===== src/rtl/tmds_pkg.sv =====
// Shared TMDS receive definitions: control tokens, guard codes, TERC4 table,
// period/alignment enums and the video-symbol decode helper.
package tmds_pkg;

   localparam logic [9:0] CTRL_TOK_00    = 10'b1101010100;
   localparam logic [9:0] CTRL_TOK_01    = 10'b0010101011;
   localparam logic [9:0] CTRL_TOK_10    = 10'b0101010100;
   localparam logic [9:0] CTRL_TOK_11    = 10'b1010101011;

   localparam logic [9:0] VID_GUARD_CH02 = 10'b1011001100;
   localparam logic [9:0] VID_GUARD_CH1  = 10'b0100110011;
   localparam logic [9:0] ISL_GUARD_CH12 = 10'b0100110011;

   typedef enum logic [1:0] {
      PER_CTRL   = 2'd0,
      PER_VIDEO  = 2'd1,
      PER_ISLAND = 2'd2,
      PER_GUARD  = 2'd3
   } period_e;

   typedef enum logic [1:0] {
      AL_SEARCH = 2'd0,
      AL_SLIP   = 2'd1,
      AL_SETTLE = 2'd2,
      AL_LOCKED = 2'd3
   } align_e;

   // Per-symbol classification carried from stage 1 to stage 2.
   typedef struct packed {
      logic       tok;
      logic [1:0] tok_bits;
      logic       t4_hit;
      logic [3:0] t4_nib;
      logic       vguard;
      logic       iguard;
   } sym_class_t;

   // 16-entry TERC4 code table, nibble -> 10-bit symbol.
   function automatic logic [9:0] terc4_code(input logic [3:0] nib);
      logic [9:0] c;
      case (nib)
         4'h0:    c = 10'b1010011100;
         4'h1:    c = 10'b1001100011;
         4'h2:    c = 10'b1011100100;
         4'h3:    c = 10'b1011100010;
         4'h4:    c = 10'b0101110001;
         4'h5:    c = 10'b0100011110;
         4'h6:    c = 10'b0110001110;
         4'h7:    c = 10'b0100111100;
         4'h8:    c = 10'b1011001100;
         4'h9:    c = 10'b0100111001;
         4'hA:    c = 10'b0110011100;
         4'hB:    c = 10'b1011000110;
         4'hC:    c = 10'b1010001110;
         4'hD:    c = 10'b1001110001;
         4'hE:    c = 10'b0101100011;
         4'hF:    c = 10'b1011000011;
         default: c = 10'b0000000000;
      endcase
      return c;
   endfunction

   // TMDS video decode: undo optional inversion, then the XOR/XNOR chain.
   function automatic logic [7:0] video_decode(input logic [9:0] q);
      logic [7:0] v;
      logic [7:0] d;
      v    = q[9] ? ~q[7:0] : q[7:0];
      d[0] = v[0];
      for (int i = 1; i < 8; i++) begin
         d[i] = q[8] ? (v[i] ^ v[i-1]) : ~(v[i] ^ v[i-1]);
      end
      return d;
   endfunction

endpackage


===== src/rtl/tmds_channel_decoder_if.sv =====
// Symbol input and decoded outputs of one TMDS channel decoder.
interface tmds_channel_decoder_if;
   logic [9:0] sym_in;
   logic       bitslip;
   logic [3:0] slip_count;
   logic       locked;
   logic [1:0] period;
   logic       de;
   logic [7:0] data;
   logic [1:0] ctrl;
   logic       terc4_valid;
   logic [3:0] terc4;
   logic       sym_err;

   // Deserialiser / consumer side.
   modport master (output sym_in,
                   input  bitslip, slip_count, locked, period, de, data,
                          ctrl, terc4_valid, terc4, sym_err);
   // Decoder side.
   modport slave  (input  sym_in,
                   output bitslip, slip_count, locked, period, de, data,
                          ctrl, terc4_valid, terc4, sym_err);
endinterface


===== src/rtl/tmds_terc4_decode.sv =====
// Combinational TERC4 lookup: 10-bit symbol -> {hit, nibble}.
module tmds_terc4_decode
   import tmds_pkg::*;
(
   input  logic [9:0] sym_i,
   output logic       hit_o,
   output logic [3:0] nib_o
);

   // Compare the symbol against every table entry; codes are unique.
   always_comb begin
      hit_o = 1'b0;
      nib_o = 4'h0;
      for (int i = 0; i < 16; i++) begin
         if (sym_i == terc4_code(4'(i))) begin
            hit_o = 1'b1;
            nib_o = 4'(i);
         end else begin
            hit_o = hit_o;
            nib_o = nib_o;
         end
      end
   end

endmodule


===== src/rtl/tmds_channel_decoder.sv =====
// One TMDS receive channel: word alignment via bitslip, HDMI period tracking,
// video / control / TERC4 decode. Two-stage pipeline, all outputs registered.
module tmds_channel_decoder
   import tmds_pkg::*;
#(
   parameter int CHANNEL       = 0,
   parameter int CTRL_RUN      = 8,
   parameter int SEARCH_CYCLES = 2048,
   parameter int SLIP_SETTLE   = 4,
   parameter int LOSS_CYCLES   = 4096
)(
   input  logic                  clk,
   input  logic                  rst_n,
   tmds_channel_decoder_if.slave bus
);

   localparam int RW = $clog2(CTRL_RUN + 1);
   localparam int TW = $clog2(SEARCH_CYCLES + 1);
   localparam int SW = $clog2(SLIP_SETTLE + 1);
   localparam int WW = $clog2(LOSS_CYCLES + 1);
   localparam logic [9:0] VGUARD = (CHANNEL == 1) ? VID_GUARD_CH1 : VID_GUARD_CH02;

   logic          t4_hit_s;
   logic [3:0]    t4_nib_s;
   sym_class_t    cls_d;
   sym_class_t    cls_q;
   logic [9:0]    sym_q;

   align_e        align_q;
   logic [RW-1:0] run_q;
   logic [TW-1:0] timer_q;
   logic [SW-1:0] settle_q;
   logic [WW-1:0] wd_q;
   logic          bitslip_q, locked_q;
   logic [3:0]    slip_count_q;

   period_e       per_q, period_q;
   logic          g_second_q, g_trail_q, may_vid_q, may_isl_q, isl_seen_q;
   logic          de_q, tv_q, err_q;
   logic [7:0]    data_q;
   logic [1:0]    ctrl_q;
   logic [3:0]    t4_q;

   logic          wd_expire_s, run_lock_s, proc_s;

   tmds_terc4_decode u_terc4 (
      .sym_i (bus.sym_in),
      .hit_o (t4_hit_s),
      .nib_o (t4_nib_s)
   );

   // Stage-1 classification of the incoming raw symbol.
   always_comb begin
      cls_d        = '0;
      case (bus.sym_in)
         CTRL_TOK_00: begin cls_d.tok = 1'b1; cls_d.tok_bits = 2'b00; end
         CTRL_TOK_01: begin cls_d.tok = 1'b1; cls_d.tok_bits = 2'b01; end
         CTRL_TOK_10: begin cls_d.tok = 1'b1; cls_d.tok_bits = 2'b10; end
         CTRL_TOK_11: begin cls_d.tok = 1'b1; cls_d.tok_bits = 2'b11; end
         default:     cls_d.tok = 1'b0;
      endcase
      cls_d.t4_hit = t4_hit_s;
      cls_d.t4_nib = t4_nib_s;
      cls_d.vguard = (bus.sym_in == VGUARD);
      // Channel 0 has no dedicated island guard; TERC4 0xC..0xF plays that role.
      if (CHANNEL == 0) begin
         cls_d.iguard = t4_hit_s && (t4_nib_s[3:2] == 2'b11);
      end else begin
         cls_d.iguard = (bus.sym_in == ISL_GUARD_CH12);
      end
   end

   // Stage-1 register: raw symbol plus its classification.
   always_ff @(posedge clk or negedge rst_n) begin
      if (!rst_n) begin
         sym_q <= 10'd0;
         cls_q <= '0;
      end else begin
         sym_q <= bus.sym_in;
         cls_q <= cls_d;
      end
   end

   // Stage-2 helper conditions shared by both FSMs; a token beats watchdog expiry.
   always_comb begin
      wd_expire_s = (align_q == AL_LOCKED) && !cls_q.tok && (wd_q == WW'(LOSS_CYCLES - 1));
      run_lock_s  = cls_q.tok && (run_q == RW'(CTRL_RUN - 1));
      proc_s      = (align_q == AL_LOCKED) && !wd_expire_s;
   end

   // Alignment FSM: search for a control-token run, bitslip on timeout, watchdog when locked.
   always_ff @(posedge clk or negedge rst_n) begin
      if (!rst_n) begin
         align_q      <= AL_SEARCH;
         run_q        <= '0;
         timer_q      <= '0;
         settle_q     <= '0;
         wd_q         <= '0;
         bitslip_q    <= 1'b0;
         locked_q     <= 1'b0;
         slip_count_q <= 4'd0;
      end else begin
         case (align_q)
            AL_SEARCH: begin
               bitslip_q <= 1'b0;
               if (run_lock_s) begin
                  align_q  <= AL_LOCKED;
                  locked_q <= 1'b1;
                  run_q    <= '0;
                  timer_q  <= '0;
                  wd_q     <= '0;
               end else if (timer_q == TW'(SEARCH_CYCLES - 1)) begin
                  align_q      <= AL_SLIP;
                  bitslip_q    <= 1'b1;
                  slip_count_q <= (slip_count_q == 4'd9) ? 4'd0 : slip_count_q + 4'd1;
                  timer_q      <= '0;
                  run_q        <= '0;
               end else begin
                  timer_q <= timer_q + TW'(1);
                  run_q   <= cls_q.tok ? run_q + RW'(1) : RW'(0);
               end
            end
            AL_SLIP: begin
               bitslip_q <= 1'b0;
               settle_q  <= '0;
               align_q   <= AL_SETTLE;
            end
            AL_SETTLE: begin
               if (settle_q == SW'(SLIP_SETTLE - 1)) begin
                  align_q  <= AL_SEARCH;
                  settle_q <= '0;
                  timer_q  <= '0;
                  run_q    <= '0;
               end else begin
                  settle_q <= settle_q + SW'(1);
               end
            end
            AL_LOCKED: begin
               bitslip_q <= 1'b0;
               if (cls_q.tok) begin
                  wd_q <= '0;
               end else if (wd_expire_s) begin
                  align_q  <= AL_SEARCH;
                  locked_q <= 1'b0;
                  wd_q     <= '0;
                  timer_q  <= '0;
                  run_q    <= '0;
               end else begin
                  wd_q <= wd_q + WW'(1);
               end
            end
            default: begin
               align_q   <= AL_SEARCH;
               bitslip_q <= 1'b0;
               locked_q  <= 1'b0;
            end
         endcase
      end
   end

   // Period FSM and registered decode outputs; held at CTRL unless locked.
   always_ff @(posedge clk or negedge rst_n) begin
      if (!rst_n) begin
         per_q      <= PER_CTRL;
         period_q   <= PER_CTRL;
         g_second_q <= 1'b0;
         g_trail_q  <= 1'b0;
         may_vid_q  <= 1'b0;
         may_isl_q  <= 1'b0;
         isl_seen_q <= 1'b0;
         de_q       <= 1'b0;
         data_q     <= 8'h00;
         ctrl_q     <= 2'b00;
         tv_q       <= 1'b0;
         t4_q       <= 4'h0;
         err_q      <= 1'b0;
      end else begin
         period_q <= PER_CTRL;
         de_q     <= 1'b0;
         data_q   <= 8'h00;
         ctrl_q   <= 2'b00;
         tv_q     <= 1'b0;
         t4_q     <= 4'h0;
         err_q    <= 1'b0;
         if (!proc_s) begin
            per_q <= PER_CTRL;
            if (cls_q.tok) ctrl_q <= cls_q.tok_bits;
         end else if (cls_q.tok) begin
            // A control token always returns to CTRL from any period.
            per_q  <= PER_CTRL;
            ctrl_q <= cls_q.tok_bits;
         end else begin
            case (per_q)
               PER_CTRL: begin
                  if (cls_q.vguard || cls_q.iguard) begin
                     per_q      <= PER_GUARD;
                     period_q   <= PER_GUARD;
                     g_second_q <= 1'b0;
                     g_trail_q  <= 1'b0;
                     may_vid_q  <= cls_q.vguard;
                     may_isl_q  <= cls_q.iguard;
                  end else begin
                     err_q <= 1'b1;
                  end
               end
               PER_GUARD: begin
                  if (!g_second_q) begin
                     if ((may_vid_q && cls_q.vguard) || (may_isl_q && cls_q.iguard)) begin
                        period_q   <= PER_GUARD;
                        g_second_q <= 1'b1;
                        per_q      <= g_trail_q ? PER_CTRL : PER_GUARD;
                     end else begin
                        err_q <= 1'b1;
                        per_q <= PER_CTRL;
                     end
                  end else if (may_isl_q && cls_q.t4_hit) begin
                     // Ambiguous guard (ch1): a TERC4 payload selects the island.
                     per_q      <= PER_ISLAND;
                     period_q   <= PER_ISLAND;
                     tv_q       <= 1'b1;
                     t4_q       <= cls_q.t4_nib;
                     isl_seen_q <= 1'b1;
                  end else if (may_vid_q) begin
                     per_q    <= PER_VIDEO;
                     period_q <= PER_VIDEO;
                     de_q     <= 1'b1;
                     data_q   <= video_decode(sym_q);
                  end else begin
                     per_q      <= PER_ISLAND;
                     period_q   <= PER_ISLAND;
                     err_q      <= 1'b1;
                     isl_seen_q <= 1'b0;
                  end
               end
               PER_VIDEO: begin
                  period_q <= PER_VIDEO;
                  de_q     <= 1'b1;
                  data_q   <= video_decode(sym_q);
               end
               PER_ISLAND: begin
                  period_q <= PER_ISLAND;
                  if ((CHANNEL != 0) && cls_q.iguard && isl_seen_q) begin
                     per_q      <= PER_GUARD;
                     period_q   <= PER_GUARD;
                     g_second_q <= 1'b0;
                     g_trail_q  <= 1'b1;
                     may_vid_q  <= 1'b0;
                     may_isl_q  <= 1'b1;
                  end else if (cls_q.t4_hit) begin
                     tv_q       <= 1'b1;
                     t4_q       <= cls_q.t4_nib;
                     isl_seen_q <= 1'b1;
                  end else begin
                     err_q <= 1'b1;
                  end
               end
               default: per_q <= PER_CTRL;
            endcase
         end
      end
   end

   assign bus.bitslip     = bitslip_q;
   assign bus.slip_count  = slip_count_q;
   assign bus.locked      = locked_q;
   assign bus.period      = period_q;
   assign bus.de          = de_q;
   assign bus.data        = data_q;
   assign bus.ctrl        = ctrl_q;
   assign bus.terc4_valid = tv_q;
   assign bus.terc4       = t4_q;
   assign bus.sym_err     = err_q;

endmodule


===== src/flat_wrapper.sv =====
// flat-port wrapper written by rule: the top's interface ports become plain ports
module tmds_channel_decoder_flat import tmds_pkg::*;
#(
   parameter int CHANNEL       = 0,
   parameter int CTRL_RUN      = 8,
   parameter int SEARCH_CYCLES = 2048,
   parameter int SLIP_SETTLE   = 4,
   parameter int LOSS_CYCLES   = 4096
)
  (clk, rst_n, bus_sym_in, bus_bitslip, bus_slip_count, bus_locked, bus_period, bus_de, bus_data, bus_ctrl, bus_terc4_valid, bus_terc4, bus_sym_err);
  tmds_channel_decoder_if bus_i ();
  input  logic clk;
  input  logic rst_n;
  input wire logic [$bits(bus_i.sym_in)-1:0] bus_sym_in;
  output wire logic [$bits(bus_i.bitslip)-1:0] bus_bitslip;
  output wire logic [$bits(bus_i.slip_count)-1:0] bus_slip_count;
  output wire logic [$bits(bus_i.locked)-1:0] bus_locked;
  output wire logic [$bits(bus_i.period)-1:0] bus_period;
  output wire logic [$bits(bus_i.de)-1:0] bus_de;
  output wire logic [$bits(bus_i.data)-1:0] bus_data;
  output wire logic [$bits(bus_i.ctrl)-1:0] bus_ctrl;
  output wire logic [$bits(bus_i.terc4_valid)-1:0] bus_terc4_valid;
  output wire logic [$bits(bus_i.terc4)-1:0] bus_terc4;
  output wire logic [$bits(bus_i.sym_err)-1:0] bus_sym_err;
  assign bus_i.sym_in = bus_sym_in;
  assign bus_bitslip = bus_i.bitslip;
  assign bus_slip_count = bus_i.slip_count;
  assign bus_locked = bus_i.locked;
  assign bus_period = bus_i.period;
  assign bus_de = bus_i.de;
  assign bus_data = bus_i.data;
  assign bus_ctrl = bus_i.ctrl;
  assign bus_terc4_valid = bus_i.terc4_valid;
  assign bus_terc4 = bus_i.terc4;
  assign bus_sym_err = bus_i.sym_err;
  tmds_channel_decoder #(.CHANNEL(CHANNEL), .CTRL_RUN(CTRL_RUN), .SEARCH_CYCLES(SEARCH_CYCLES), .SLIP_SETTLE(SLIP_SETTLE), .LOSS_CYCLES(LOSS_CYCLES)) u_core (.clk(clk), .rst_n(rst_n), .bus(bus_i));
endmodule

===== config.mk =====
export PLATFORM = sky130hd
export DESIGN_NAME = tmds_channel_decoder_flat
export DESIGN_NICKNAME = d
export VERILOG_FILES = /design/src/rtl/tmds_pkg.sv /design/src/rtl/tmds_channel_decoder_if.sv /design/src/rtl/tmds_terc4_decode.sv /design/src/rtl/tmds_channel_decoder.sv /design/src/flat_wrapper.sv
export SDC_FILE = /design/constraint.sdc
export NUM_CORES = 1
export LEC_CHECK = 0
export ABC_AREA = 1
export ABC_CLOCK_PERIOD_IN_PS = 2000
export BUFFER_PORTS_ARGS = -buffer_cell sky130_fd_sc_hd__buf_2
export CAP_MARGIN = 5
export CORE_UTILIZATION = 50
export DETAILED_ROUTE_END_ITERATION = 10
export PLACE_DENSITY = 0.78
export SYNTH_ARGS = -nofsm -noshare
export SYNTH_HDL_FRONTEND = slang
export SYNTH_SLANG_ARGS = --single-unit

===== constraint.sdc =====
create_clock -name clk -period 2 [get_ports clk]
set_input_delay 0.4 -clock clk [delete_from_list [all_inputs] [get_ports clk]]
set_output_delay 0.4 -clock clk [all_outputs]
set_load 0.1 [all_outputs]

# Yosys cells after proc, flatten, opt, wreduce, memory -nomap -nowiden

Cells that the tools add are included.

Bits in registers: 84
Bits of input ports: 12
Output and inout port bits: 25
Logic and storage cells: 241

Muxes and demuxes: 124
Bitwise logic cells: 17
Reduce and logical (&&, ||, !) cells: 29
Add/sub/neg operators: 5
Eq/ne operators: 40

Operators by type and width:

| operator              | number |
|---|---|
| $eq 10x10->1 const B  | 11 |
| $mux 4                | 26 |
| $eq 10x9->1 const B   | 8 |
| $mux 12               | 5 |
| $mux 1                | 51 |
| $mux 8                | 6 |
| $mux 13               | 3 |
| $pmux 12 s3           | 1 |
| $mux 2                | 16 |
| $pmux 13 s2           | 1 |
| $reduce_and 4->1      | 5 |
| $pmux 2 s4            | 2 |
| $pmux 8 s2            | 1 |
| $add 13x1->13 const B | 1 |
| $eq 13x12->1 const B  | 1 |
| $add 12x1->12 const B | 1 |
| $eq 12x11->1 const B  | 1 |
| $pmux 4 s3            | 1 |
| $eq 10x8->1 const B   | 1 |
| $eq 2x2->1 const B    | 5 |
| $pmux 1 s2            | 5 |
| $not 1->1             | 9 |
| $add 4x1->4 const B   | 2 |
| $logic_and 1x1->1     | 8 |
| 26 further kinds      | 44 |

# Depth between registers and ports, before layout

Gate-level depths: netlist of run 1.

Depth in word-level cells: 18
Gate-level depth with buffers: 11
Mapped depth without buffers: 11

# Modules after synthesis

From an unflattened synthesis of run 1, not the netlist that was laid out.

Cell total of the unflattened synthesis: 583
Area, all modules: 4603.2 µm²

Modules (own cells, without submodules):

| module               | instances | cells each | area each (µm²) |
|---|---|---|---|
| tmds_channel_decoder | 1         | 502        | 4172.8 |
| tmds_terc4_decode    | 1         | 81         | 430.4 |

# Worst setup path after synthesis of run 1

No wires, ideal clock.

Kind: flip-flop to flip-flop
Start: reg u_core.slip_count_q[0] (netlist: u_core.bus.slip_count[0])
End: reg u_core.slip_count_q[3] (netlist: u_core.bus.slip_count[3])
Setup slack: 275 ps
Arrival time: 1593 ps
Setup time: 132 ps
Path buffers: 0
Cell stages (with the launch flop): 7
Data required time: 1868 ps
Clock period less this slack: 1725 ps
Cell sequence: dfrtp_1 nand2_1 nor2_1 xor2_1 a21oi_1 nand2_1 o21ai_0

Longest elaborated chain between the ends: 2
Elaborated cells between the ends (all ways): 3
Those cells by class: add/sub (1); eq/ne (1); mux (1)

RTL lines:

| what                                             | RTL line                    | source |
|---|---|---|
| from (decl)                                      | tmds_channel_decoder.sv:35  | `logic [3:0] slip_count_q;` |
| from (signal assigned)                           | tmds_channel_decoder.sv:115 | `slip_count_q <= (slip_count_q == 4'd9) ? 4'd0 : slip_count_q + 4'd1;` |
| $add 4x1->4 / $eq 4x4->1 (equally long branches) | tmds_channel_decoder.sv:115 |  |
| $mux 4 *                                         | tmds_channel_decoder.sv:115 |  |

Mark *: on every way between the ends. The rest lies on a longest branch, timed or not.
A chain may end at the register's enable or synchronous reset.

# Final worst setup path of run 1

Start: reg u_core.align_q[0]
End: reg u_core.wd_q[11]

Longest elaborated chain between the ends: 6
Elaborated cells between the ends (all ways): 10
Those cells by class: eq/ne (2); mux (3); reduce/logical (5)

RTL lines:

| what                            | RTL line                                                | source |
|---|---|---|
| from (decl)                     | tmds_channel_decoder.sv:29                              | `align_e align_q;` |
| from (signal assigned)          | tmds_channel_decoder.sv:94                              | `align_q <= AL_SEARCH;` |
| from (signal assigned)          | tmds_channel_decoder.sv:107                             | `align_q <= AL_LOCKED;` |
| from (signal assigned)          | tmds_channel_decoder.sv:113                             | `align_q <= AL_SLIP;` |
| $eq 2x2->1                      | tmds_channel_decoder.sv:86, tmds_channel_decoder.sv:103 |  |
| $logic_and 1x1->1 (2 in series) | tmds_channel_decoder.sv:86                              | `wd_expire_s = (align_q == AL_LOCKED) && !cls_q.tok && (wd_q == WW'(LOSS_CYCLES - 1));` |
| $mux 13                         | tmds_channel_decoder.sv:142                             | `end else if (wd_expire_s) begin` |
| $mux 13                         | tmds_channel_decoder.sv:140                             | `if (cls_q.tok) begin` |
| $pmux 13 s2                     | tmds_channel_decoder.sv:103                             | `case (align_q)` |
| to (signal assigned)            | tmds_channel_decoder.sv:149                             | `wd_q <= wd_q + WW'(1);` |
| to (decl)                       | tmds_channel_decoder.sv:33                              | `logic [WW-1:0] wd_q;` |

Several ways; a longest one is shown, not always the timed one.

==> qor.csv, run 1 <==
stage,metric,value,unit
pwr,power.leakage,2.654,nW
synth,synth_commonest_cells,"122 x nand2_1, 84 x dfrtp_1, 79 x nor2_1",
layout,drive_gt1_frac,0.1412,
worst_setup_path,critPathLaunchType,register,
pwr,peakVddDrop,0.0003205,V
die,fp.coreArea,0.008678,mm^2
synth,yosys.area.top_type,dfrtp_1,
clock_tree,clk_latency,0.35,ns
layout,nets,630,
global_routing,grt_pass1_vias,3555,
sta,hold_ws,0.2038,ns
drt,post-route-drc-count,0,
place,port_buffers,36,
sta,period_needed,1.809,ns
pwr,power_density,609.2,mW/mm^2
synth,syn-num-nets,575,
sta,fmax,0.5527,GHz
synth,synth-seq-area-share,0.4726,
sta,clock-skew-final,0.01277,ns
hold_path,whs_path_depth,1,
synth,ys_ff_latch,84,
clock_tree,tritoncts,yes,
worst_setup_path,cp_slowest_cell,dfrtp_1,
worst_setup_path,r2r_cells,9,
sta,hold_viol,0,
layout,synthToLayoutAreaGrowth,13.14,%
drt,dr.pass1.iters,6,
worst_setup_path,crit_buf_inv,1,
clock_tree,clock_path_buffers,2,
clock_tree,clk_pin_slew,0.08,ns
drt,drt_wl_total,9246,um
die,num_io_pins,37,
synth,synth.cell_area,0.004448,mm^2
synth,synthFlopType,dfrtp_1,
sta,fin_crit_sh,0.9046,
flow_run,max_cap_violations,0,
synth,avgSynthCellArea,8.102,um^2
die,die_area,0.009278,mm^2
sta,worst_pin_slew,0.4968,ns
die,die_y,96.32,um
drt,drt.antenna.violating_nets,0,
sta,maxSlewViolCount,0,
drt,drt_iter0_markers,275,
global_routing,gr-usage-all-layers,0.2188,
layout,final_cells,717,
clock_tree,htreeDepth,3,
clock_tree,cts_sinks,84,
worst_setup_path,path_delay_family,simple AND/OR/NAND/NOR gates,
status,status,"finished, final reports clean",
sta,finalSetupViolCount,0,
drt,vias_per_cell,5.233,
synth,syn_inst,549,
global_routing,grt_start_max_net_pins,40,
clock_tree,cts_buffers,9,
worst_setup_path,rr_startpoint,u_core.align_q[0],
layout,fin_util,0.5799,
worst_setup_path,path_cells,inv_1 > ha_1 > nand4_1 > nand2_1 > nand2_1 > nor2_1 > nand3_1 > nand2_1 > nor2_1,
sta,fin_setup_tns,0,ns
synth,synthArstFlopShare,1.000,
drt,vias,3752,
worst_setup_path,worst_ep_required_time,2.23,ns
global_routing,grt_pass1_wl,15770,um
synth,yosysUniqueCellTypes,37,
place,place_congestion,1.014,
synth,synth.most_common_cell,nand2_1,
worst_setup_path,r2r-end,u_core.wd_q[11],
pwr,finalPower,3.066,mW
worst_setup_path,arrival,2.04,ns
place,post-dp-hpwl,6684,um
layout,diodes,0,
global_routing,antenna_found_initial,0,
worst_setup_path,cp_common_cell,nand2_1,
hold_path,worstHoldStart,bus_sym_in[0],
synth,synth-edff-count,0,
drt,routedWlPerCell,12.90,um
die,start_util,0.5125,
hold_path,hp-class,in -> reg,
worst_setup_path,reg2reg_slack,0.19,ns
die,die_x,96.32,um
sta,slew_headroom,0.6711,
worst_setup_path,cp-end-kind,register,
global_routing,overflow,0,
synth,synthTopCellsByArea,"dfrtp_1 47%, nand2_1 10%, nor2_1 6.7%",
clock_tree,root_buffer,clkbuf_8,
synth,yosys_warnings,0,
worst_setup_path,path_max_fanout,12,
worst_setup_path,max_stage_delay,0.42,ns
synth,yosys.area.top_type_share,0.4726,
place,dp_cells,695,
die,placementRows,34,
worst_setup_path,path_class,reg -> reg,
hold_path,hold_end,u_core.sym_q[0],
final cells by class:
cell class | instances | area (um^2)
fill | 812 | 3646
timing repair buffer | 50 | 302.8
inverter | 71 | 269.0
tap | 108 | 135.1
clock buffer | 10 | 127.6
clock inverter | 6 | 71.32
multi-input combinational | 388 | 2024
sequential | 84 | 2102
report_power, final:
part	switching (mW)	internal [mW]
combinational	0.0870	0.0389
sequential	0.00805	1.71
clock	0.635	0.589
worst register-to-register path, stage by stage, from the launching register on:
cell     delay [ns]
dfrtp_1        0.42
inv_1          0.12
ha_1           0.24
nand4_1        0.16
nand2_1        0.33
nand2_1        0.15
nor2_1         0.11
nand3_1        0.07
nand2_1        0.07
nor2_1         0.04
stage by stage:
| stage | setup WS (ns) | cell area, um^2 |
|---|---|---|
| after CTS | 0.07080 | 4987 |
| final | 0.1908 | 5032 |
| after floorplan | 0.2751 | 4448 |
| after global placement | 0.1214 | 4778 |
| after detailed placement | 0.08034 | 4778 |
| after global routing | -0.01116 | 5032 |
per-layer routing:
| metal | GRT usage | routed length [um] | up-vias |
|---|---|---|---|
| li1 | - | - | 1877 |
| met1 | 0.2719 | 4051 | 1733 |
| met2 | 0.3759 | 4632 | 117 |
| met3 | 0.04344 | 362 | 25 |
| met4 | 0.08211 | 200 | 0 |
| met5 | 0 | 0 | - |
state kept, by name, indices dropped and copies added, names as in the netlist, 3 cells and up:
register / count
u_core.bus.data: 8
u_core.bus.slip_count: 4
u_core.bus.terc4: 4
u_core.cls_q: 10
u_core.run_q: 4
u_core.settle_q: 3
u_core.sym_q: 10
u_core.timer_q: 12
u_core.wd_q: 13
cell families after synthesis:
logic type / after synthesis / share of synthesized area
buffers and inverters: 77 / 0.07398
XOR/XNOR: 21 / 0.04135
AO/OA/AOI/OAI: 53 / 0.07314
adder cells (fa/ha/maj): 14 / 0.03938
flip-flops: 84 / 0.4726
AND/OR/NAND/NOR: 300 / 0.2996
placed cells by master (no fill, tap or decap), types with 2 or more instances in the layout:
cell type,netlist,routed
nor2_2,3,4
nand4_1,19,19
o21bai_1,5,5
nor3_1,10,10
xnor2_1,4,4
ha_1,14,14
o21ai_0,21,21
inv_1,69,69
clkbuf_8,0,9
nand3_1,51,50
nor3_2,2,2
nand2_1,122,122
a211oi_1,2,2
nand2_2,6,6
nand3_2,1,2
inv_6,0,2
a21oi_1,8,8
o21ai_1,6,6
clkinvlp_4,0,2
xor2_1,17,17
or2_2,2,2
a21oi_2,2,2
a21o_1,2,2
dfrtp_1,84,84
o21a_1,2,2
buf_4,2,13
nor2_1,79,78
buf_2,0,35
worst max-delay path by stage:
| stage | from | end | slack [ns] | cells past startpoint |
|---|---|---|---|---|
| floorplan | u_core.bus.slip_count[0] | u_core.bus.slip_count[3] | 0.28 | 6 |
| global placement | u_core.timer_q[0] | u_core.bus.slip_count[1] | 0.12 | 8 |
| global route | u_core.timer_q[0] | u_core.timer_q[0] | -0.01 | 8 |
| detailed placement | u_core.timer_q[0] | u_core.bus.slip_count[1] | 0.08 | 8 |
| CTS | u_core.timer_q[0] | u_core.bus.slip_count[1] | 0.07 | 8 |
| finish | u_core.align_q[0] | u_core.wd_q[11] | 0.19 | 9 |
timing repair:
item,in CTS,in global routing
resized for setup,0,2
hold endpoints to repair,15,0
buffers inserted,0,5
hold buffers,1,0
endpoints found under the setup margin,0,16
Power figures use the tool's default switching activity.
==> run 2: changes to the inputs <==
--- a/config.mk
+++ b/config.mk
@@ -9,9 +9,9 @@
 export ABC_CLOCK_PERIOD_IN_PS = 2000
 export BUFFER_PORTS_ARGS = -buffer_cell sky130_fd_sc_hd__buf_2
 export CAP_MARGIN = 5
-export CORE_UTILIZATION = 50
+export CORE_UTILIZATION = 45
 export DETAILED_ROUTE_END_ITERATION = 10
-export PLACE_DENSITY = 0.78
+export PLACE_DENSITY = 0.72
 export SYNTH_ARGS = -nofsm -noshare
 export SYNTH_HDL_FRONTEND = slang
 export SYNTH_SLANG_ARGS = --single-unit
==> run 2 against run 1 <==
Global-route usage shrank 1.6 points. First-iteration DRC count shrank 32%. Die area rose by 11%. Fmax down 2.3%. Critical path type unchanged. Non-clock buffer count is 9 lower. Setup slack got worse by 0.043 ns.
==> qor.csv, run 2 (same netlist as run 1, synthesis figures left out) <==
stage,metric,value,unit,change
clock_tree,cts_buffers,9,,unchanged
sta,worst_pin_slew,0.4924,ns,was 0.4968 ns
place,post-dp-hpwl,6714,um,was 6684 um
clock_tree,root_buffer,clkbuf_8,,unchanged
sta,fin_crit_sh,0.9263,,was 0.9046
die,die_y,101.4,um,was 96.32 um
sta,final.setup.worst_slack,0.1474,ns,was 0.1908 ns
worst_setup_path,cp_common_cell,nand2_1,,unchanged
global_routing,grt_pass1_wl,16390,um,was 15770 um
drt,post-route-drc-count,0,,unchanged
clock_tree,cts_sinks,84,,unchanged
sta,clock-skew-final,0.01774,ns,was 0.01277 ns
place,place_congestion,0.9720,,was 1.014
layout,final_common_cell,nand2_1,,unchanged
worst_setup_path,arrival,2.10,ns,was 2.04 ns
layout,final_cell_mix,"122 x nand2_1, 84 x dfrtp_1, 78 x nor2_1, 69 x inv_1, 51 x nand3_1",,"was 122 x nand2_1, 84 x dfrtp_1, 78 x nor2_1, 69 x inv_1, 50 x nand3_1"
worst_setup_path,path_delay_family,simple AND/OR/NAND/NOR gates,,unchanged
worst_setup_path,critPathLaunchType,register,,unchanged
worst_setup_path,worst_ep_required_time,2.25,ns,was 2.23 ns
pwr,finalPower,3.142,mW,was 3.066 mW
clock_tree,htreeDepth,3,,unchanged
global_routing,antenna_found_initial,0,,unchanged
status,status,"finished, final reports clean",,unchanged
worst_setup_path,max_stage_delay,0.42,ns,about the same
pwr,power.leakage,2.637,nW,was 2.654 nW
pwr,power_density,626.3,mW/mm^2,was 609.2 mW/mm^2
layout,nets,621,,was 630
drt,drt_iter0_markers,188,,was 275
drt,drt_wl_total,9314,um,was 9246 um
clock_tree,clk_latency,0.36,ns,was 0.35 ns
place,port_buffers,36,,unchanged
global_routing,grt_start_max_net_pins,85,,was 40
sta,hold_viol,0,,unchanged
sta,period_needed,1.853,ns,was 1.809 ns
drt,drt.antenna.violating_nets,0,,unchanged
drt,dr.pass1.iters,7,,was 6
sta,fmax,0.5398,GHz,was 0.5527 GHz
worst_setup_path,r2r-end,u_core.wd_q[11],,unchanged
clock_tree,clk_pin_slew,0.09,ns,was 0.08 ns
drt,vias_per_cell,5.198,,was 5.233
clock_tree,clock_path_buffers,2,,unchanged
global_routing,overflow,0,,unchanged
worst_setup_path,cp-end-kind,register,,unchanged
worst_setup_path,r2r_cells,9,,unchanged
layout,largest_reg_flops,13,,unchanged
worst_setup_path,path_class,reg -> reg,,unchanged
drt,routedWlPerCell,12.78,um,was 12.90 um
worst_setup_path,cp_slowest_cell,dfrtp_1,,unchanged
hold_path,hp-class,in -> async,,was in -> reg
worst_setup_path,crit_buf_inv,1,,unchanged
layout,synthToLayoutAreaGrowth,12.80,%,was 13.14%
die,die_x,101.4,um,was 96.32 um
layout,diodes,0,,unchanged
sta,finalSetupViolCount,0,,unchanged
die,die_area,0.01029,mm^2,was 0.009278 mm^2
flow_run,max_cap_violations,0,,unchanged
die,num_io_pins,37,,unchanged
die,start_util,0.4724,,was 0.5125
global_routing,gr-usage-all-layers,0.2030,,was 0.2188
pwr,peakVddDrop,0.0002951,V,was 0.0003205 V
place,place_ws,0.1573,ns,was 0.08034 ns
layout,reg_top3,"u_core.wd_q: 13 flops, u_core.timer_q: 12 flops",,unchanged
global_routing,grt_pass1_vias,3793,,was 3555
layout,drive_gt1_frac,0.1300,,was 0.1412
worst_setup_path,reg2reg_slack,0.15,ns,was 0.19 ns
worst_setup_path,path_cells,inv_1 > ha_1 > nand4_1 > nand2_1 > nand2_1 > nor2_1 > nand3_1 > nand2_1 > nor2_1,,unchanged
layout,regMostFlops,u_core.wd_q,,unchanged
drt,vias,3789,,was 3752
sta,maxSlewViolCount,0,,unchanged
worst_setup_path,path_max_fanout,12,,unchanged
layout,fin_util,0.5329,,was 0.5799
die,fp.coreArea,0.009415,mm^2,was 0.008678 mm^2
die,placementRows,35,,was 34
worst_setup_path,rr_startpoint,u_core.align_q[0],,unchanged
sta,slew_headroom,0.6740,,was 0.6711
clock_tree,tritoncts,yes,,unchanged
run 2: cell count changes in the layout (fill, tap and decap cells not counted):
cell / before / now
clkbuf_8: 9 / 12
dlygate4sd3_1: 1 / 0
clkinvlp_4: 2 / 1
buf_4: 13 / 4
buf_12: 1 / 2
nand3_1: 50 / 51
nand3_2: 2 / 1
clkbuf_1: 1 / 0
inv_6: 2 / 1
run 2: layout make-up:
class	instances	area [um^2]
Clock buffer	12	165.2
Clock inverter	4	55.05
Fill cell	873	4398
Inverter	71	269.0
Multi-Input combinational cell	388	2019
Sequential cell	84	2102
Tap cell	129	161.4
Timing Repair Buffer	41	245.2
run 2: worst max-delay path by stage:
| stage | start | end | slack [ns] | cells past startpoint |
|---|---|---|---|---|
| finish | u_core.align_q[0] | u_core.wd_q[11] | 0.15 | 9 |
| detailed placement | u_core.timer_q[0] | u_core.bus.slip_count[1] | 0.16 | 9 |
| global placement | u_core.align_q[0] | u_core.wd_q[2] | 0.26 | 7 |
| floorplan | u_core.bus.slip_count[0] | u_core.bus.slip_count[3] | 0.28 | 6 |
| CTS | u_core.timer_q[0] | u_core.bus.slip_count[1] | 0.13 | 9 |
| global route | u_core.align_q[0] | u_core.wd_q[11] | -0.0005 | 9 |
run 2: report_power, final:
| part | leakage [nW] | switching [mW] | total [mW] | internal (mW) |
|---|---|---|---|---|
| clock | 0.109 | 0.617 | 1.30 | 0.686 |
| sequential | 1.14 | 0.00809 | 1.72 | 1.71 |
| combinational | 1.39 | 0.0860 | 0.122 | 0.0364 |
run 2: metrics by stage:
stage	std cells	hold WS, ns	area [um^2]	TNS (ns)
6_report	729	0.02204	5017	0
2_1_floorplan	549	0.1044	4448	0
3_3_place_gp	712	0.4596	4775	0
3_5_place_dp	712	0.4577	4775	0
4_1_cts	728	0.06326	4995	0
5_1_grt	729	0.06324	5017	-0.0004561
run 2: metal layers:
layer / track usage / share of wire / routed length (um)
met5: 0 / 0 / 0
met4: 0.09922 / 0.019 / 181
met3: 0.04348 / 0.053 / 494
met2: 0.3564 / 0.51 / 4776
met1: 0.2357 / 0.41 / 3862
run 2: what timing repair did:
action                                  in CTS  in global routing
buffers inserted                             0                  1
gates resized for setup                      0                  1
endpoints found under the setup margin       0                  4
hold buffers                                 0                  0
==> run 3: changes to the inputs <==
==> constraint.sdc (replaced) <==
create_clock -name clk -period 2 [get_ports clk]
set_input_delay 0.1 -clock clk [delete_from_list [all_inputs] [get_ports clk]]
set_output_delay 0.1 -clock clk [all_outputs]
set_load 0.1 [all_outputs]
==> run 3 against run 2 <==
Register-to-register slack improved by 0.02 ns. Sequential power hardly changed. Count of clock-buffer cells in the layout shrank 3. Largest power group unchanged. Combinational power rose by 16%. Critical path depth decreased by 1. Worst hold slack improved by 0.19 ns. Final cell count up 1.8%.
==> qor.csv, run 3 (same netlist as run 1, synthesis figures left out) <==
stage,metric,value,unit,change
pwr,finalPower,3.087,mW,was 3.142 mW
die,num_io_pins,37,,unchanged
sta,hold_viol,0,,unchanged
clock_tree,root_buffer,clkbuf_8,,unchanged
sta,clock-skew-final,0.01776,ns,was 0.01774 ns
die,placementRows,35,,unchanged
die,fp.coreArea,0.009415,mm^2,unchanged
drt,drt_wl_total,9464,um,was 9314 um
pwr,power_density,603.4,mW/mm^2,was 626.3 mW/mm^2
clock_tree,clock_path_buffers,2,,unchanged
global_routing,gr-usage-all-layers,0.2059,,was 0.2030
die,start_util,0.4724,,unchanged
global_routing,grt_pass1_wl,16510,um,was 16390 um
clock_tree,cts_buffers,9,,unchanged
drt,vias_per_cell,5.074,,was 5.198
layout,largest_reg_flops,13,,unchanged
flow_run,max_cap_violations,0,,unchanged
drt,routedWlPerCell,12.75,um,was 12.78 um
die,die_area,0.01029,mm^2,unchanged
worst_setup_path,worst_ep_required_time,2.29,ns,was 2.25 ns
sta,rsz0062_at_grt,false,,
sta,finalSetupViolCount,0,,unchanged
worst_setup_path,path_max_fanout,13,,was 12
sta,worst_pin_slew,0.4889,ns,was 0.4924 ns
die,die_x,101.4,um,unchanged
layout,regMostFlops,u_core.wd_q,,unchanged
sta,fin_setup_tns,0,ns,unchanged
drt,post-route-drc-count,0,,unchanged
layout,synthToLayoutAreaGrowth,15.02,%,was 12.80%
worst_setup_path,path_class,reg -> reg,,unchanged
sta,fmax,0.5452,GHz,was 0.5398 GHz
clock_tree,htreeDepth,3,,unchanged
sta,maxSlewViolCount,0,,unchanged
layout,drive_gt1_frac,0.1338,,was 0.1300
pwr,peakVddDrop,0.0003034,V,was 0.0002951 V
drt,drt_iter0_markers,143,,was 188
clock_tree,tritoncts,yes,,unchanged
drt,drt.antenna.violating_nets,0,,unchanged
die,die_y,101.4,um,unchanged
place,port_buffers,36,,unchanged
layout,reg_top3,"u_core.wd_q: 13 flops, u_core.timer_q: 12 flops",,unchanged
hold_path,hp-class,in -> async,,unchanged
place,post-dp-hpwl,6974,um,was 6714 um
drt,dr.pass1.iters,4,,was 7
sta,period_needed,1.834,ns,was 1.853 ns
clock_tree,cts_sinks,84,,unchanged
clock_tree,clk_latency,0.36,ns,about the same
layout,nets,634,,was 621
global_routing,overflow,0,,unchanged
layout,diodes,0,,unchanged
worst_setup_path,arrival,2.12,ns,was 2.10 ns
layout,final_cell_mix,"121 x nand2_1, 84 x dfrtp_1, 78 x nor2_1, 69 x inv_1, 50 x nand3_1",,"was 122 x nand2_1, 84 x dfrtp_1, 78 x nor2_1, 69 x inv_1, 51 x nand3_1"
pwr,power.leakage,2.669,nW,was 2.637 nW
global_routing,grt_pass1_vias,3805,,was 3793
worst_setup_path,cp-end-kind,register,,unchanged
status,status,"finished, final reports clean",,unchanged
place,place_congestion,0.9802,,was 0.9720
clock_tree,clk_pin_slew,0.10,ns,was 0.09 ns
worst_setup_path,critPathLaunchType,register,,unchanged
drt,vias,3765,,was 3789
layout,final_common_cell,nand2_1,,unchanged
sta,slew_headroom,0.6763,,was 0.6740
global_routing,grt_start_max_net_pins,39,,was 85
sta,fin_crit_sh,0.9170,,was 0.9263
global_routing,antenna_found_initial,0,,unchanged
[run 3: cell count changes in the layout (fill, tap and decap cells not counted), sizes merged]
cell / before / now
dlygate4sd3: 0 / 11
clkbuf: 12 / 9
buf: 41 / 43
clkinvlp: 1 / 3
inv: 71 / 72
[run 3: worst max-delay path, stage by stage, from the launching register on]
cell and delay (ns):
dfrtp_1 0.40, inv_1 0.10, ha_1 0.20, inv_1 0.12, a21oi_2 0.08, nor2_1 0.22
a21boi_4 0.42, nand2_1 0.10, a21oi_1 0.13
[run 3: what timing repair did]
item                                    CTS  global route
resized for setup                         0             3
endpoints found under the setup margin    0            16
setup buffers                             0             0
hold buffers                             11             0
hold endpoints to repair                 41             0
[run 3: layout make-up]
| class | count | area, um^2 |
|---|---|---|
| Clock buffer | 9 | 123.9 |
| Clock inverter | 7 | 75.07 |
| Fill cell | 841 | 4299 |
| Inverter | 71 | 269.0 |
| Multi-Input combinational cell | 388 | 2027 |
| Sequential cell | 84 | 2102 |
| Tap cell | 129 | 161.4 |
| Timing Repair Buffer | 54 | 357.8 |
[run 3: report_power, final]
group | switching [mW] | total [mW] | internal, mW
clock network | 0.645 | 1.23 | 0.584
logic | 0.0900 | 0.142 | 0.0516
registers | 0.00820 | 1.72 | 1.71
total | 0.744 | 3.09 | 2.34
[run 3: final timing paths]
path	startpoint	to	slack, ns	cells after the start
worst max-delay path	u_core.align_q[0]	u_core.timer_q[4]	0.17	8
worst min-delay path	rst_n	u_core.timer_q[8]	0.21	2
min in group clk	bus_sym_in[4]	u_core.sym_q[4]	0.44	2
max in group asynchronous	rst_n	u_core.bus.ctrl[1]	1.21	3
worst max register to register	u_core.align_q[0]	u_core.timer_q[4]	0.17	8
worst min register to register	u_core.cls_q[3]	u_core.bus.terc4[1]	0.48	2
[run 3: metrics by stage]
step	cell area, um^2	util	instances	hold WS, ns	worst slack, ns
floorplan	4448	-	549	-0.1956	0.2751
global placement	4797	0.5095	715	0.06701	0.1721
detailed placement	4797	0.5095	715	0.06750	0.09033
CTS	5106	0.5423	742	0.2192	0.07019
global route	5116	0.5434	742	0.2486	0.02956
finish	5116	0.5434	742	0.2113	0.1660
[run 3: metal layers]
metal | track usage | vias up | routed length, um
met3 | 0.03658 | 26 | 377
li1 | - | 1883 | -
met4 | 0.09699 | 0 | 245
met5 | 0 | - | 0
met1 | 0.2445 | 1747 | 4088
met2 | 0.3626 | 109 | 4752
